==> src/rtl/simple_decode_pipe.sv <==
// SIMPLE instruction decoder: valid/ready intake, one-cycle registered decode,
// DEPTH-entry write scoreboard for RAW stalls, flush and sticky halt.
module simple_decode_pipe #(
    parameter int DEPTH    = 3,
    parameter int DATA_W   = 16,
    parameter bit SEXT_IMM = 1'b1
) (
    input  logic              CLOCK,
    input  logic              RESET,
    input  logic [15:0]       EXEC,
    input  logic              EXEC_VALID,
    output logic              EXEC_READY,
    input  logic              FLUSH,
    output logic              DEC_VALID,
    output logic [3:0]        S_ALU,
    output logic [2:0]        registerAddress1,
    output logic [2:0]        registerAddress2,
    output logic [2:0]        WB_ADDR,
    output logic              REG_WRITE,
    output logic              MEM_READ,
    output logic              MEM_WRITE,
    output logic              BRANCH,
    output logic              IMM_SEL,
    output logic              HALT,
    output logic              ILLEGAL,
    output logic [2:0]        BR_COND,
    output logic [DATA_W-1:0] IMM
);

    typedef struct packed {
        logic [3:0]        s_alu;
        logic [2:0]        ra1;
        logic [2:0]        ra2;
        logic [2:0]        wb_addr;
        logic              reg_write;
        logic              mem_read;
        logic              mem_write;
        logic              branch;
        logic [2:0]        br_cond;
        logic              imm_sel;
        logic              halt;
        logic              illegal;
        logic [DATA_W-1:0] imm;
    } dec_t;

    localparam logic [1:0] OP_LD  = 2'b00;
    localparam logic [1:0] OP_ST  = 2'b01;
    localparam logic [1:0] OP_ALU = 2'b11;

    logic [1:0] op1;
    logic [2:0] rs, rd;
    logic [7:0] d;
    logic [3:0] op3;

    assign op1 = EXEC[15:14];
    assign rs  = EXEC[13:11];
    assign rd  = EXEC[10:8];
    assign d   = EXEC[7:0];
    assign op3 = EXEC[7:4];

    dec_t              dec, dec_q;
    logic              rd_rs, rd_rd, ill;
    logic [DATA_W-1:0] imm_ext;
    logic              dec_valid_q, halted;
    logic              hazard, accept;

    logic [DEPTH-1:0]       sb_vld;
    logic [DEPTH-1:0][2:0]  sb_addr;
    logic [DEPTH-1:0]       sb_hit;

    always_comb begin
        imm_ext      = '0;
        imm_ext[7:0] = d;
        if (SEXT_IMM) begin
            for (int i = 8; i < DATA_W; i++) imm_ext[i] = d[7];
        end
    end

    // rd_rs / rd_rd flag which source fields feed the hazard compare.
    always_comb begin
        dec     = '0;
        rd_rs   = 1'b0;
        rd_rd   = 1'b0;
        ill     = 1'b0;
        dec.ra1 = rs;
        dec.ra2 = rd;
        dec.imm = imm_ext;
        case (op1)
            OP_ALU: begin
                dec.s_alu = op3;
                case (op3)
                    4'd0, 4'd1, 4'd2, 4'd3, 4'd4: begin
                        rd_rs         = 1'b1;
                        rd_rd         = 1'b1;
                        dec.reg_write = 1'b1;
                        dec.wb_addr   = rd;
                    end
                    4'd5: begin
                        rd_rs = 1'b1;
                        rd_rd = 1'b1;
                    end
                    4'd6: begin
                        rd_rs         = 1'b1;
                        dec.reg_write = 1'b1;
                        dec.wb_addr   = rd;
                    end
                    4'd8, 4'd9, 4'd10, 4'd11: begin
                        rd_rd         = 1'b1;
                        dec.reg_write = 1'b1;
                        dec.wb_addr   = rd;
                        dec.imm_sel   = 1'b1;
                        dec.imm       = DATA_W'(d[3:0]);
                    end
                    4'd12: begin
                        dec.reg_write = 1'b1;
                        dec.wb_addr   = rd;
                    end
                    4'd13: rd_rs = 1'b1;
                    4'd15: begin
                        dec.s_alu = 4'd0;
                        dec.halt  = 1'b1;
                    end
                    default: ill = 1'b1;
                endcase
            end
            OP_LD: begin
                rd_rd         = 1'b1;
                dec.reg_write = 1'b1;
                dec.wb_addr   = rs;
                dec.mem_read  = 1'b1;
                dec.imm_sel   = 1'b1;
            end
            OP_ST: begin
                rd_rs         = 1'b1;
                rd_rd         = 1'b1;
                dec.mem_write = 1'b1;
                dec.imm_sel   = 1'b1;
            end
            default: begin
                case (rs)
                    3'b000: begin
                        dec.reg_write = 1'b1;
                        dec.wb_addr   = rd;
                        dec.imm_sel   = 1'b1;
                    end
                    3'b100: begin
                        dec.branch  = 1'b1;
                        dec.br_cond = 3'b111;
                    end
                    3'b111: begin
                        if (rd[2]) begin
                            ill = 1'b1;
                        end else begin
                            dec.branch  = 1'b1;
                            dec.br_cond = rd;
                        end
                    end
                    default: ill = 1'b1;
                endcase
            end
        endcase
        // Illegal words carry only the ILLEGAL flag and never read or write.
        if (ill) begin
            dec         = '0;
            dec.illegal = 1'b1;
            rd_rs       = 1'b0;
            rd_rd       = 1'b0;
        end
    end

    genvar k;
    generate
        for (k = 0; k < DEPTH; k++) begin : g_sb_cmp
            assign sb_hit[k] = sb_vld[k] &&
                               ((rd_rs && (sb_addr[k] == rs)) ||
                                (rd_rd && (sb_addr[k] == rd)));
        end
    endgenerate

    assign hazard     = EXEC_VALID && (|sb_hit);
    assign EXEC_READY = !RESET && !FLUSH && !halted && !hazard;
    assign accept     = EXEC_VALID && EXEC_READY;

    always_ff @(posedge CLOCK) begin
        if (RESET) begin
            dec_valid_q <= 1'b0;
            dec_q       <= '0;
            halted      <= 1'b0;
        end else begin
            dec_valid_q <= accept;
            if (accept) begin
                dec_q <= dec;
                if (dec.halt) halted <= 1'b1;
            end
        end
    end

    // Entry 0 is the instruction accepted this cycle; entry DEPTH-1 retires.
    always_ff @(posedge CLOCK) begin
        if (RESET || FLUSH) begin
            sb_vld  <= '0;
            sb_addr <= '0;
        end else begin
            for (int i = 1; i < DEPTH; i++) begin
                sb_vld[i]  <= sb_vld[i-1];
                sb_addr[i] <= sb_addr[i-1];
            end
            sb_vld[0]  <= accept && dec.reg_write;
            sb_addr[0] <= dec.wb_addr;
        end
    end

    assign DEC_VALID        = dec_valid_q;
    assign S_ALU            = dec_q.s_alu;
    assign registerAddress1 = dec_q.ra1;
    assign registerAddress2 = dec_q.ra2;
    assign WB_ADDR          = dec_q.wb_addr;
    assign REG_WRITE        = dec_q.reg_write;
    assign MEM_READ         = dec_q.mem_read;
    assign MEM_WRITE        = dec_q.mem_write;
    assign BRANCH           = dec_q.branch;
    assign BR_COND          = dec_q.br_cond;
    assign IMM_SEL          = dec_q.imm_sel;
    // HALT is a pulse, unlike the other fields which hold between accepts.
    assign HALT             = dec_q.halt && dec_valid_q;
    assign ILLEGAL          = dec_q.illegal;
    assign IMM              = dec_q.imm;

endmodule

==> config.mk <==
export PLATFORM = sky130hd
export DESIGN_NAME = simple_decode_pipe
export DESIGN_NICKNAME = d
export VERILOG_FILES = /design/src/rtl/simple_decode_pipe.sv
export SDC_FILE = /design/constraint.sdc
export NUM_CORES = 1
export LEC_CHECK = 0
export ABC_AREA = 0
export CAP_MARGIN = 30
export CORE_MARGIN = 2
export CORE_UTILIZATION = 44
export CTS_CLUSTER_SIZE = 30
export DETAILED_ROUTE_END_ITERATION = 8
export PLACE_DENSITY = 0.78
export SETUP_SLACK_MARGIN = 0.2
export SYNTH_ARGS = -nofsm -noshare
export SYNTH_HDL_FRONTEND = slang
export SYNTH_SLANG_ARGS = --single-unit
==> constraint.sdc <==
create_clock -name CLOCK -period 2.1 [get_ports CLOCK]
set_clock_uncertainty 0.2 [all_clocks]
set_input_delay 0.42 -clock CLOCK [delete_from_list [all_inputs] [get_ports CLOCK]]
set_output_delay 0.42 -clock CLOCK [all_outputs]
set_load 0.02 [all_outputs]
==> results of run 1 <==
power breakdown:
| group | total (mW) | leakage, nW | switching, mW | internal [mW] |
|---|---|---|---|---|
| Sequential | 0.892 | 0.368 | 0.0143 | 0.878 |
| Clock | 0.548 | 0.0374 | 0.313 | 0.235 |
| Combinational | 0.373 | 1.56 | 0.190 | 0.183 |
| Total | 1.81 | 1.97 | 0.518 | 1.30 |
cell families (layout without fill, tap and decap cells):
kind of cell | after synthesis | count (layout) | share of synthesized area, %
buf+inv | 55 | 129 | 14.54
xor+xnor | 19 | 19 | 6.810
compound gates | 39 | 39 | 13.36
mux | 22 | 22 | 9.319
simple gates | 87 | 87 | 19.10
flops | 45 | 45 | 36.87
state kept, by name, indices dropped and copies added (netlist names):
| register | cells |
|---|---|
| sb_addr | 9 |
| IMM | 8 |
| S_ALU | 4 |
| BR_COND | 3 |
| WB_ADDR | 3 |
| registerAddress1 | 3 |
| registerAddress2 | 3 |
| sb_vld | 3 |
| BRANCH | 1 |
| DEC_VALID | 1 |
| ILLEGAL | 1 |
| IMM_SEL | 1 |
| MEM_READ | 1 |
| MEM_WRITE | 1 |
| REG_WRITE | 1 |
| dec_q | 1 |
| halted | 1 |
critical path, delay by kind of cell (launching register included):
family / cells / cell delay, ps
AO/OA/AOI/OAI: 2 / 500
buffers and inverters: 1 / 110
AND/OR/NAND/NOR: 2 / 380
XOR/XNOR: 1 / 130
flip-flops: 1 / 340
how the worst min path moves through the flow:
stage	end	slack, ps	cells past startpoint
finish	registerAddress2[0]	260	2
CTS	registerAddress2[0]	270	2
global placement	registerAddress2[0]	250	2
global route	IMM[4]	290	2
detailed placement	registerAddress2[0]	250	2
floorplan	dec_q[17]	230	2
layout make-up:
class	instances	share of cell area (%)
Clock buffer	6	2.083
Clock inverter	2	0.4310
Inverter	4	0.5029
Multi-Input combinational cell	167	36.24
Sequential cell	45	26.11
Tap cell	72	2.586
Timing Repair Buffer	117	32.04
layer usage:
layer	part of all wire, %	vias up
met5	0	-
met4	2.1	0
met3	6.0	16
met2	48	74
met1	44	1016
li1	-	1039
cell usage in the layout (no fill, tap or decap), types with 2 or more instances in the layout:
cell type / count
nand3_1: 2
and2_1: 10
dfxtp_1: 38
o311a_1: 4
a31o_2: 3
nand4_1: 5
o311a_4: 2
mux2i_1: 16
mux2_2: 6
nor3_1: 4
clkdlybuf4s50_1: 10
dlygate4sd2_1: 18
nor2_1: 9
dlymetal6s2s_1: 26
o21ai_1: 4
inv_1: 3
buf_12: 2
dfxtp_2: 7
buf_4: 51
o211ai_1: 3
a32oi_1: 2
or2_2: 2
nand2b_1: 2
clkbuf_8: 5
clkinvlp_4: 2
buf_6: 4
a41o_1: 4
nor4_1: 2
and4_4: 3
nor2b_1: 6
and3_4: 2
clkdlybuf4s15_2: 2
buf_2: 3
nand2_1: 31
a21oi_1: 5
nand3b_1: 2
xnor2_1: 19
repair_timing:
item,4_1_cts,5_1_grt
hold endpoints to repair,0,0
pin swaps,9,4
cloned,1,0
gates resized for setup,73,27
endpoints found under the setup margin,49,61
setup buffers,6,3
==> key figures, run 1 <==
Global route
  • GR peak layer: met2
  • GRT Overall Usage: 21.65%
  • Initial antenna violation count: 0
  • GR met3 Demand/Resource: 4.943%
  • Met1 Use GR: 27.18%
  • Overflow left after global routing: 0
  • Vias in the first global route: 2205
  • First-pass GRT wire length: 10500 µm
  • Pin count of the biggest net entering global routing: 17
  • GR Layer Usage met2: between 30% and 40%

Routing
  • Drt drc: 0
  • Routed Wire Length: 6350 µm
  • Drt pass-1 iters: 4
  • Vias post-DR: 2145
  • Vias/cell: 5.194
  • Starting DRT DRC Count: between 100 and 150
  • DRT antenna net count: 0
  • WL/cell: about 15 µm

Placement
  • Placed instance area: 0.003163 mm²
  • I/O Buffers: 60
  • DP Wirelength: 4500 µm
  • Gpl congestion: 0.9127
  • Dpl ws: -1152 ps
  • DP Cell Count: between 300 and 400

Worst setup path
  • Crit path from: sb_addr[7]
  • CP peak stage delay: ~370 ps
  • Element type at the critical path end: primary output
  • Startpoint Class: register
  • Terminus of the critical flop-to-flop path: MEM_READ
  • Cells along the critical path: xnor2_1 -> and4_4 -> o311a_4 -> o21ai_2 -> and3_4 -> buf_6
  • CP Max Fanout: 2
  • CP max-delay cell: o311a_4
  • Flop2flop setup slack: -200 ps
  • Worst r2r path cells: 9
  • CP Data Required Time: between 1000 and 1500 ps
  • CP endpoint: EXEC_READY
  • Arrival time worst endpoint: 1780 ps
  • Reg-to-reg startpoint: sb_addr[7]
  • CP Class: register to primary output

Run
  • Max-Cap Viols: 0

STA
  • Period utilization: 114.4%
  • Setup violators final: 34
  • Setup slack after layout: -303.0 ps
  • WHS: 259.8 ps
  • Slew headroom: between 60 and 70%
  • Final min period: 2403 ps
  • Worst Tran Pin Value: 464.9 ps
  • Unrepaired setup endpoints after global routing: yes
  • Max-slew violations: 0
  • Hold Fails Final Rpt: 0
  • Setup TNS: -4631 ps
  • Fmax: 416.1 MHz

Power and ir drop
  • Total Power: 1.813 mW
  • Worst VDD drop: 335.1 µV
  • P per Cell Area: 520.6 mW/mm²
  • LEAKAGE: 1.968 nW

Cells and area
  • Area growth syn-to-layout: 42.55%
  • Layout cells sized above 1: 31.09%
  • Finished Layout Cells: 413
  • Sequential cell area: around 910 µm²
  • Multi-input logic area: 0.001262 mm²
  • Filler Cells Inserted: approximately 440
  • Nets: 360
  • N_diodes: 0
  • Final Util: 64.04%
  • Final Cell Area: 0.003483 mm²

Synth
  • Leading area contributor after synthesis: dfxtp_1
  • Main synth FF type: dfxtp_1
  • Syn Nets: about 290
  • Sequential share of the synthesized area: a little under two fifths
  • Avg Inst Size Synth: roughly 9 µm²
  • Gate Count Post-Synth: 267
  • Post-synth EDFFs: 0
  • Synth top cells by count: dfxtp_1 (45), buf_4 (36), nand2_1 (31)
  • Synth top area cells: dfxtp_1 (37%), buf_4 (11%), xnor2_1 (6.8%), mux2i_1 (6.6%), nand2_1 (4.8%)
  • Synth warn: 0
  • Cell variety after synth: 43
  • Cell area after synthesis: 0.002444 mm²
  • Top-area cell type share of the netlist area: a little under two fifths
  • Ys async rst share: 0%
  • Synthesized flop and latch total: 45
  • Most frequent cell after synthesis: dfxtp_1

CTS
  • Post-CTS Hold Fix Bufs: 0
  • Clock slew seen by the registers of the worst setup and hold paths: 90 ps
  • Number of CTS-inserted buffers: 5
  • Clock Root Buffer: clkbuf_8
  • CTS tree: yes
  • Clock latency on the worst-skew pair: 310 ps
  • CTS Sinks: 45
  • H-tree depth: 2
  • Worst-case clock buffer depth: 2

Die
  • DIE WIDTH: between 70 and 80 µm
  • Die Y-Extent: 78.52 µm
  • Placeable Area: 0.005439 mm²
  • Num ports: 61
  • Total die area: approximately 0.0062 mm²
  • Std-Cell Rows: 27
  • Initial Util: between 40% and 50%

Run status
  • Status: complete, but fails checks
  • Violated checks: negative setup slack

Hold path
  • Min-Delay Path Class: register to register
  • Hold Startpoint: registerAddress2[0]
Note: power is estimated with default switching activity, not from simulation.
==> run 2, diff against run 1 <==
--- a/config.mk
+++ b/config.mk
@@ -5,7 +5,6 @@
 export SDC_FILE = /design/constraint.sdc
 export NUM_CORES = 1
 export LEC_CHECK = 0
-export ABC_AREA = 0
 export CAP_MARGIN = 30
 export CORE_MARGIN = 2
 export CORE_UTILIZATION = 44
==> results of run 2 <==
No change in the layout: final DEF, timing and power equal those of run 1.
